**config.mk**
```make
export PLATFORM = sky130hd
export DESIGN_NAME = apb_initiator
export DESIGN_NICKNAME = d
export VERILOG_FILES = /design/src/rtl/apb_initiator.sv
export SDC_FILE = /design/constraint.sdc
export NUM_CORES = 1
export LEC_CHECK = 0
export CORE_AREA = 2 2 107 109
export CTS_CLUSTER_DIAMETER = 30
export CTS_CLUSTER_SIZE = 24
export DETAILED_ROUTE_END_ITERATION = 16
export DIE_AREA = 0 0 109 111
export GPL_TIMING_DRIVEN = 0
export PLACE_DENSITY = 0.81
export SLEW_MARGIN = 20
export SYNTH_ARGS = -nofsm -noshare
export SYNTH_HDL_FRONTEND = slang
export SYNTH_SLANG_ARGS = --single-unit
export TNS_END_PERCENT = 100
```
**constraint.sdc**
```tcl
create_clock -name clock -period 3.5 [get_ports clock]
set_input_delay 0.875 -clock clock [delete_from_list [all_inputs] [get_ports clock]]
set_output_delay 0.875 -clock clock [all_outputs]
set_load 0.03 [all_outputs]
```
**src/rtl/apb_initiator.sv**
```systemverilog
// apb_initiator: requester side of the peripheral APB bus.
// Accepts one register request at a time on a valid/ready command port, runs the
// APB SETUP/ACCESS handshake, and returns read data plus error/timeout status on a
// valid/ready response port. A bounded ACCESS-phase wait keeps a hung slave from
// stalling the core.
module apb_initiator #(
    parameter int unsigned TIMEOUT_CYCLES = 255
) (
    input  logic        clock,
    input  logic        reset,

    input  logic        req_valid,
    output logic        req_ready,
    input  logic [31:0] req_addr,
    input  logic        req_write,
    input  logic [31:0] req_wdata,
    input  logic [3:0]  req_wstrb,
    input  logic [2:0]  req_prot,

    output logic        resp_valid,
    input  logic        resp_ready,
    output logic [31:0] resp_rdata,
    output logic        resp_err,
    output logic        resp_timeout,

    output logic        out_psel,
    output logic        out_penable,
    output logic        out_pwrite,
    output logic [31:0] out_paddr,
    output logic [31:0] out_pwdata,
    output logic [3:0]  out_pstrb,
    output logic [2:0]  out_pprot,
    input  logic        out_pready,
    input  logic        out_pslverr,
    input  logic [31:0] out_prdata
);

    // Wait counter is wide enough to reach TIMEOUT_CYCLES-1, never narrower than 8 bits.
    localparam int          CNT_W      = (TIMEOUT_CYCLES <= 255) ? 8 : $clog2(TIMEOUT_CYCLES + 1);
    localparam bit          TIMEOUT_EN = (TIMEOUT_CYCLES != 0);
    localparam int unsigned LIMIT_INT  = TIMEOUT_EN ? (TIMEOUT_CYCLES - 1) : 0;
    localparam logic [CNT_W-1:0] LIMIT    = LIMIT_INT[CNT_W-1:0];
    localparam logic [CNT_W-1:0] CNT_MAX  = {CNT_W{1'b1}};

    typedef enum logic [1:0] {
        ST_IDLE   = 2'd0,
        ST_SETUP  = 2'd1,
        ST_ACCESS = 2'd2,
        ST_RESP   = 2'd3
    } state_t;

    state_t           state;
    logic [CNT_W-1:0] wait_cnt;

    // Single transfer sequencer: state, registered handshake/APB controls, holding
    // registers that drive the APB address/data lines, and the captured response.
    always_ff @(posedge clock) begin
        if (reset) begin
            state        <= ST_IDLE;
            req_ready    <= 1'b1;
            resp_valid   <= 1'b0;
            resp_rdata   <= 32'd0;
            resp_err     <= 1'b0;
            resp_timeout <= 1'b0;
            out_psel     <= 1'b0;
            out_penable  <= 1'b0;
            out_pwrite   <= 1'b0;
            out_paddr    <= 32'd0;
            out_pwdata   <= 32'd0;
            out_pstrb    <= 4'd0;
            out_pprot    <= 3'd0;
            wait_cnt     <= '0;
        end else begin
            case (state)
                ST_IDLE: begin
                    if (req_valid && req_ready) begin
                        out_paddr   <= req_addr;
                        out_pwrite  <= req_write;
                        out_pwdata  <= req_wdata;
                        out_pstrb   <= req_wstrb;
                        out_pprot   <= req_prot;
                        wait_cnt    <= '0;
                        req_ready   <= 1'b0;
                        out_psel    <= 1'b1;
                        out_penable <= 1'b0;
                        state       <= ST_SETUP;
                    end
                end

                ST_SETUP: begin
                    out_penable <= 1'b1;
                    state       <= ST_ACCESS;
                end

                ST_ACCESS: begin
                    if (out_pready) begin
                        resp_rdata   <= out_pwrite ? 32'd0 : out_prdata;
                        resp_err     <= out_pslverr;
                        resp_timeout <= 1'b0;
                        resp_valid   <= 1'b1;
                        out_psel     <= 1'b0;
                        out_penable  <= 1'b0;
                        state        <= ST_RESP;
                    end else if (TIMEOUT_EN && (wait_cnt == LIMIT)) begin
                        resp_rdata   <= 32'd0;
                        resp_err     <= 1'b1;
                        resp_timeout <= 1'b1;
                        resp_valid   <= 1'b1;
                        out_psel     <= 1'b0;
                        out_penable  <= 1'b0;
                        state        <= ST_RESP;
                    end else if (wait_cnt != CNT_MAX) begin
                        wait_cnt <= wait_cnt + 1'b1;
                    end
                end

                ST_RESP: begin
                    if (resp_ready) begin
                        resp_valid <= 1'b0;
                        req_ready  <= 1'b1;
                        state      <= ST_IDLE;
                    end
                end

                default: begin
                    req_ready   <= 1'b1;
                    resp_valid  <= 1'b0;
                    out_psel    <= 1'b0;
                    out_penable <= 1'b0;
                    state       <= ST_IDLE;
                end
            endcase
        end
    end

endmodule
```
# --- Yosys cells after proc, flatten, opt, wreduce, memory -nomap -nowiden ---
# Cells that the tools add are included.
word_totals:
  ff_bits: 120
  inputBits: 110
  out_inout_bits: 110
  word_cells: 68
op_classes:
  n_addsub: 1
  eq_ne: 11
  muxes: 27
  reduce_logical: 15
op_table:
  columns: ["operator", "count"]
  rows:
  - ["32-bit two-way mux", 3]
  - ["8-bit two-way mux", 4]
  - ["8-bit case mux with 2 select lines", 1]
  - ["3-bit AND reduction", 5]
  - ["1-bit two-way mux", 10]
  - ["2-bit != test, second input constant", 5]
  - ["8-bit by 1-bit adder with 8-bit output, second input constant", 1]
  - ["8-bit equality test, second input constant", 1]
  - ["2-bit two-way mux", 4]
  - ["8-bit != test, second input constant", 1]
  - ["2-bit case mux with 4 select lines", 1]
  - ["2-bit nonzero test", 4]
  - ["1-bit case mux with 2 select lines", 3]
  - ["5-bit AND reduction", 1]
  - ["2-bit equality test, second input constant", 2]
  - ["2-bit AND reduction", 2]
  - ["3-bit != test, second input constant", 1]
  - ["1-bit case mux with 3 select lines", 1]
  - ["3-bit nonzero test", 1]
  - ["2-bit by 1-bit equality test with 1-bit output, second input constant", 1]
  - ["2-bit logical NOT", 1]
  - ["1-bit logical AND", 1]

# --- Logic depth before layout (Yosys ltp) ---
logic_depth:
  ltp_word: 5
  ltp_mapped: 8
  ltp_nobuf: 6

# --- Worst setup path before layout ---
# No wires, ideal clock.
synth_timing:
  kind: "input to register"
  startpoint: "input port req_valid"
  endpoint: "register wait_cnt[6]"
  setup_ns: 0.072
  arrival_ns: 1.844
  t_required_ns: 3.428
  path_slack_ns: 1.584
  stages: 6
  path_buffers: 2
  path_cell_list: "and3_1 > buf_2 > nand2b_1 > clkbuf_1 > a211oi_1 > mux2i_1"
synth_between:
  elab_chain_cells: 3
synth_rtl:
  columns: ["element", "line_no", "rtl"]
  rows:
  - ["start, declared", "12", "input logic req_valid,"]
  - ["1-bit logical AND", "76", "if (req_valid && req_ready) begin"]
  - ["2-bit != test (no line)", null, null]
  - ["5-bit AND reduction (no line)", null, null]
  - ["end signal, assigned", "113", "wait_cnt <= wait_cnt + 1'b1;"]
  - ["end, declared", "53", "logic [CNT_W-1:0] wait_cnt;"]
# Every way passes these cells.
# A chain may end at the register's enable or synchronous reset.

# --- Worst setup path in the final report ---
layout_timing:
  startpoint: "input port req_valid"
  endpoint: "register wait_cnt[5]"
# The elaborated chain is that of the path after synthesis.

==> impl_metrics.env <==
export IMPL_cts_buffer_depth=2
export IMPL_coreArea_um2=11080
export IMPL_finalPower_w=0.005190
export IMPL_maxCapViolCount=0
export IMPL_grt_pass1_vias=4467
export IMPL_max_freq_mhz=414.3
export IMPL_finalNetCount=849
export IMPL_dp_hpwl_mm=9.931
export IMPL_remaining_drc_errors=0
export IMPL_synthTopCellsByArea="dfxtp_1 (56%), nand2_1 (14%), a21oi_1 (9.8%), a22o_1 (6.5%), clkbuf_1 (2.2%)"
export IMPL_grt_overflow=0
export IMPL_critPathArrivalTime_ns=2.74
export IMPL_ys_warn_count=0
export IMPL_cts_sinks=120
export IMPL_syn2layout_area_growth_pct=68.53
export IMPL_cp_data_required_time_ns=3.83
export IMPL_cts_tree="built"
export IMPL_p_clk_frac=0.334
export IMPL_p_comb_frac=0.334
export IMPL_vias_per_cell=4.981
export IMPL_slew_viol_final=0
export IMPL_grtUsageTotal=0.2198
export IMPL_synth_simple_gate_area_share=0.1739
export IMPL_gp_congestion=0.8229
export IMPL_finalClockSkew_ns=0.006613
export IMPL_crit_buf_inv=3
export IMPL_start_kind="input port"
export IMPL_setup_violations=0
export IMPL_power_density_nw_per_um2=714.4
export IMPL_die_area_um2=12100
export IMPL_synth_area_mux_share=0.009289
export IMPL_yosysSeqAreaShare=0.5573
export IMPL_syn_inst=495
export IMPL_clkLatencyLatePin_ns=0.40
export IMPL_hold_class="reg -> reg"
export IMPL_first_pass_iters=4
export IMPL_endpoint_kind="flop"
export IMPL_netlist_area_um2=4310
export IMPL_yosys_area_top_type_share=0.5573
export IMPL_worst_path_max_delay_cell="clkdlybuf4s50_1"
export IMPL_synth_area_per_cell_um2=8.708
export IMPL_crit_path_max_fanout=10
export IMPL_setup_tns_ns=0
export IMPL_hold_viol=0
export IMPL_insertedDiodeCount=0
export IMPL_synth_cell_types=32
export IMPL_rsz0062_at_grt="false"
export IMPL_die_x_um=109
export IMPL_synth_adder_area_share=0.02032
export IMPL_die_h_um=111
export IMPL_slew_headroom=0.6337
export IMPL_num_io_pins=220
export IMPL_whs_ns=0.4528
export IMPL_crit_path_cell_trace="clkdlybuf4s50_1 -> and3_1 -> buf_2 -> nand2b_1 -> clkbuf_1 -> a211oi_1 -> mux2i_1"
export IMPL_tightest_slew_ns=0.5495
export IMPL_cts_root_buf="clkbuf_16"
export IMPL_post_cts_buffers=0
export IMPL_synth_seq_cells=120
export IMPL_p_int_w=0.003448
export IMPL_clk_pin_slew_ns=0.05
export IMPL_final_cells=885
export IMPL_io_buffers=218
export IMPL_p_sw_w=0.001741
export IMPL_drtIter0Drc=259
export IMPL_dp_cells=856
export IMPL_worstSetupPathType="in -> reg"
export IMPL_via_count=4408
export IMPL_cts_made_buffers=17
export IMPL_status="completed"
export IMPL_synth_top_family_by_area="compound AO/OA/AOI/OAI gates"
export IMPL_antenna_found_initial=0
export IMPL_start_util=0.3891
export IMPL_irDropWorstVdd_uv=316.6
export IMPL_wl_per_cell_um=14.92
export IMPL_htreeDepth=4
export IMPL_cts_resized=0
export IMPL_seqPwrFrac=0.332
export IMPL_ctsHoldBuffers=0
export IMPL_period_needed_ns=2.414
export IMPL_yosys_area_top_type="dfxtp_1"
export IMPL_synth_xor_area_frac=0
export IMPL_synth_compound_area_share=0.2015
export IMPL_max_stage_delay_ns=0.55
export IMPL_p_leak_nw=2.673
export IMPL_final_util=0.6558
export IMPL_grt_pass1_wl_mm=20.91
export IMPL_placementRows=39
export IMPL_wl_mm=13.20
export IMPL_synth_nets=612
export IMPL_grt_start_max_net_pins=17
export IMPL_fin_crit_sh=0.6896
export IMPL_cp_top_family="buffers and inverters"
export IMPL_drtAntennaViolNets=0
export IMPL_swShare=0.3355
export IMPL_drive_gt1_frac=0.04313
[synth_stat cells, drive strengths merged]
master / number
ha: 7
nor2b: 1
or3: 4
nand2: 156
a21bo: 1
o21ai: 9
a21oi: 84
a22o: 32
o41ai: 1
clkbuf: 25
and3: 1
a22oi: 1
dfxtp: 120
o211ai: 4
nor3: 3
mux2i: 4
o211a: 2
nand2b: 1
nor2: 3
nand3: 8
a211oi: 3
buf: 8
inv: 10
and4b: 1
or4: 1
nand4: 1
o311a: 1
nand3b: 2
o2111ai: 1
[power by group through the flow]
stage	combinational (W)	sequential [W]	clock, W
after floorplan	0.000598	0.00214	0
after global placement	0.00169	0.00173	0
after CTS	0.00174	0.00172	0.00176
after detailed placement	0.00173	0.00175	0
final	0.00173	0.00172	0.00173
after global routing	0.00188	0.00175	0.00182
[cells by family (layout without fill, tap and decap cells)]
group | Yosys count | count (layout)
AND/OR/NAND/NOR | 182 | 182
AO/OA/AOI/OAI | 139 | 139
flip-flops | 120 | 120
buffers and inverters | 43 | 290
adder cells (fa/ha/maj) | 7 | 7
multiplexers | 4 | 4
[path summary, 6_finish.rpt]
kind | cells after the start | startpoint | slack [ns] | end
max | 7 | req_valid | 1.09 | wait_cnt[5]
min | 2 | out_paddr[23] | 0.45 | out_paddr[23]
max reg2reg | 8 | state[1] | 1.38 | wait_cnt[5]
min reg2reg | 2 | out_paddr[23] | 0.45 | out_paddr[23]
[metrics by stage]
stage,instance area [um^2],setup WS [ns]
finish,7264,1.086
detailed placement,6671,0.7234
floorplan,4310,1.584
global placement,6671,0.7683
CTS,7264,1.077
global route,7264,1.035
[metal layers]
metal  global-route usage  part of all wire
met1               0.2368              0.39
met2               0.3797              0.49
met3              0.08583             0.095
met4              0.08718             0.019
met5                    0                 0
[flip-flops by register name, indices dropped and copies added (netlist names)]
register,flops
out_paddr,32
out_penable,1
out_pprot,3
out_psel,1
out_pstrb,4
out_pwdata,32
out_pwrite,1
req_ready,1
resp_err,1
resp_rdata,32
resp_timeout,1
resp_valid,1
state,2
wait_cnt,8
[layout make-up]
| class | instances | area (um^2) |
|---|---|---|
| fillers | 924 | 3812 |
| multi-input cells | 332 | 1745 |
| well taps | 143 | 178.9 |
| clock buffers | 21 | 470.5 |
| plain buffers | 33 | 125.1 |
| clock inverters | 8 | 122.6 |
| flip-flops and latches | 120 | 2402 |
| repair buffers | 218 | 2182 |
| inverters | 10 | 37.54 |
[tightest hold or removal path, cell delays in order, from the launching register on]
cell and delay (ns):
dfxtp_1 0.30, nand2_1 0.05, a21oi_1 0.05
[placed cells by master (no fill, tap or decap), types with 2 or more instances in the layout]
| cell type | count |
|---|---|
| o21ai_0 | 8 |
| ha_1 | 7 |
| clkdlybuf4s50_1 | 218 |
| or3_1 | 4 |
| bufinv_16 | 3 |
| clkbuf_8 | 3 |
| buf_1 | 7 |
| nor3_1 | 3 |
| inv_1 | 10 |
| o211a_1 | 2 |
| a22o_1 | 32 |
| nand2_1 | 156 |
| a211oi_1 | 3 |
| o211ai_1 | 3 |
| a21oi_1 | 84 |
| mux2i_1 | 4 |
| nand3b_1 | 2 |
| clkinvlp_4 | 3 |
| nand3_1 | 8 |
| clkinv_2 | 2 |
| clkbuf_16 | 17 |
| clkbuf_1 | 26 |
| nor2_1 | 3 |
| dfxtp_1 | 120 |
Power figures use the tool's default switching activity.
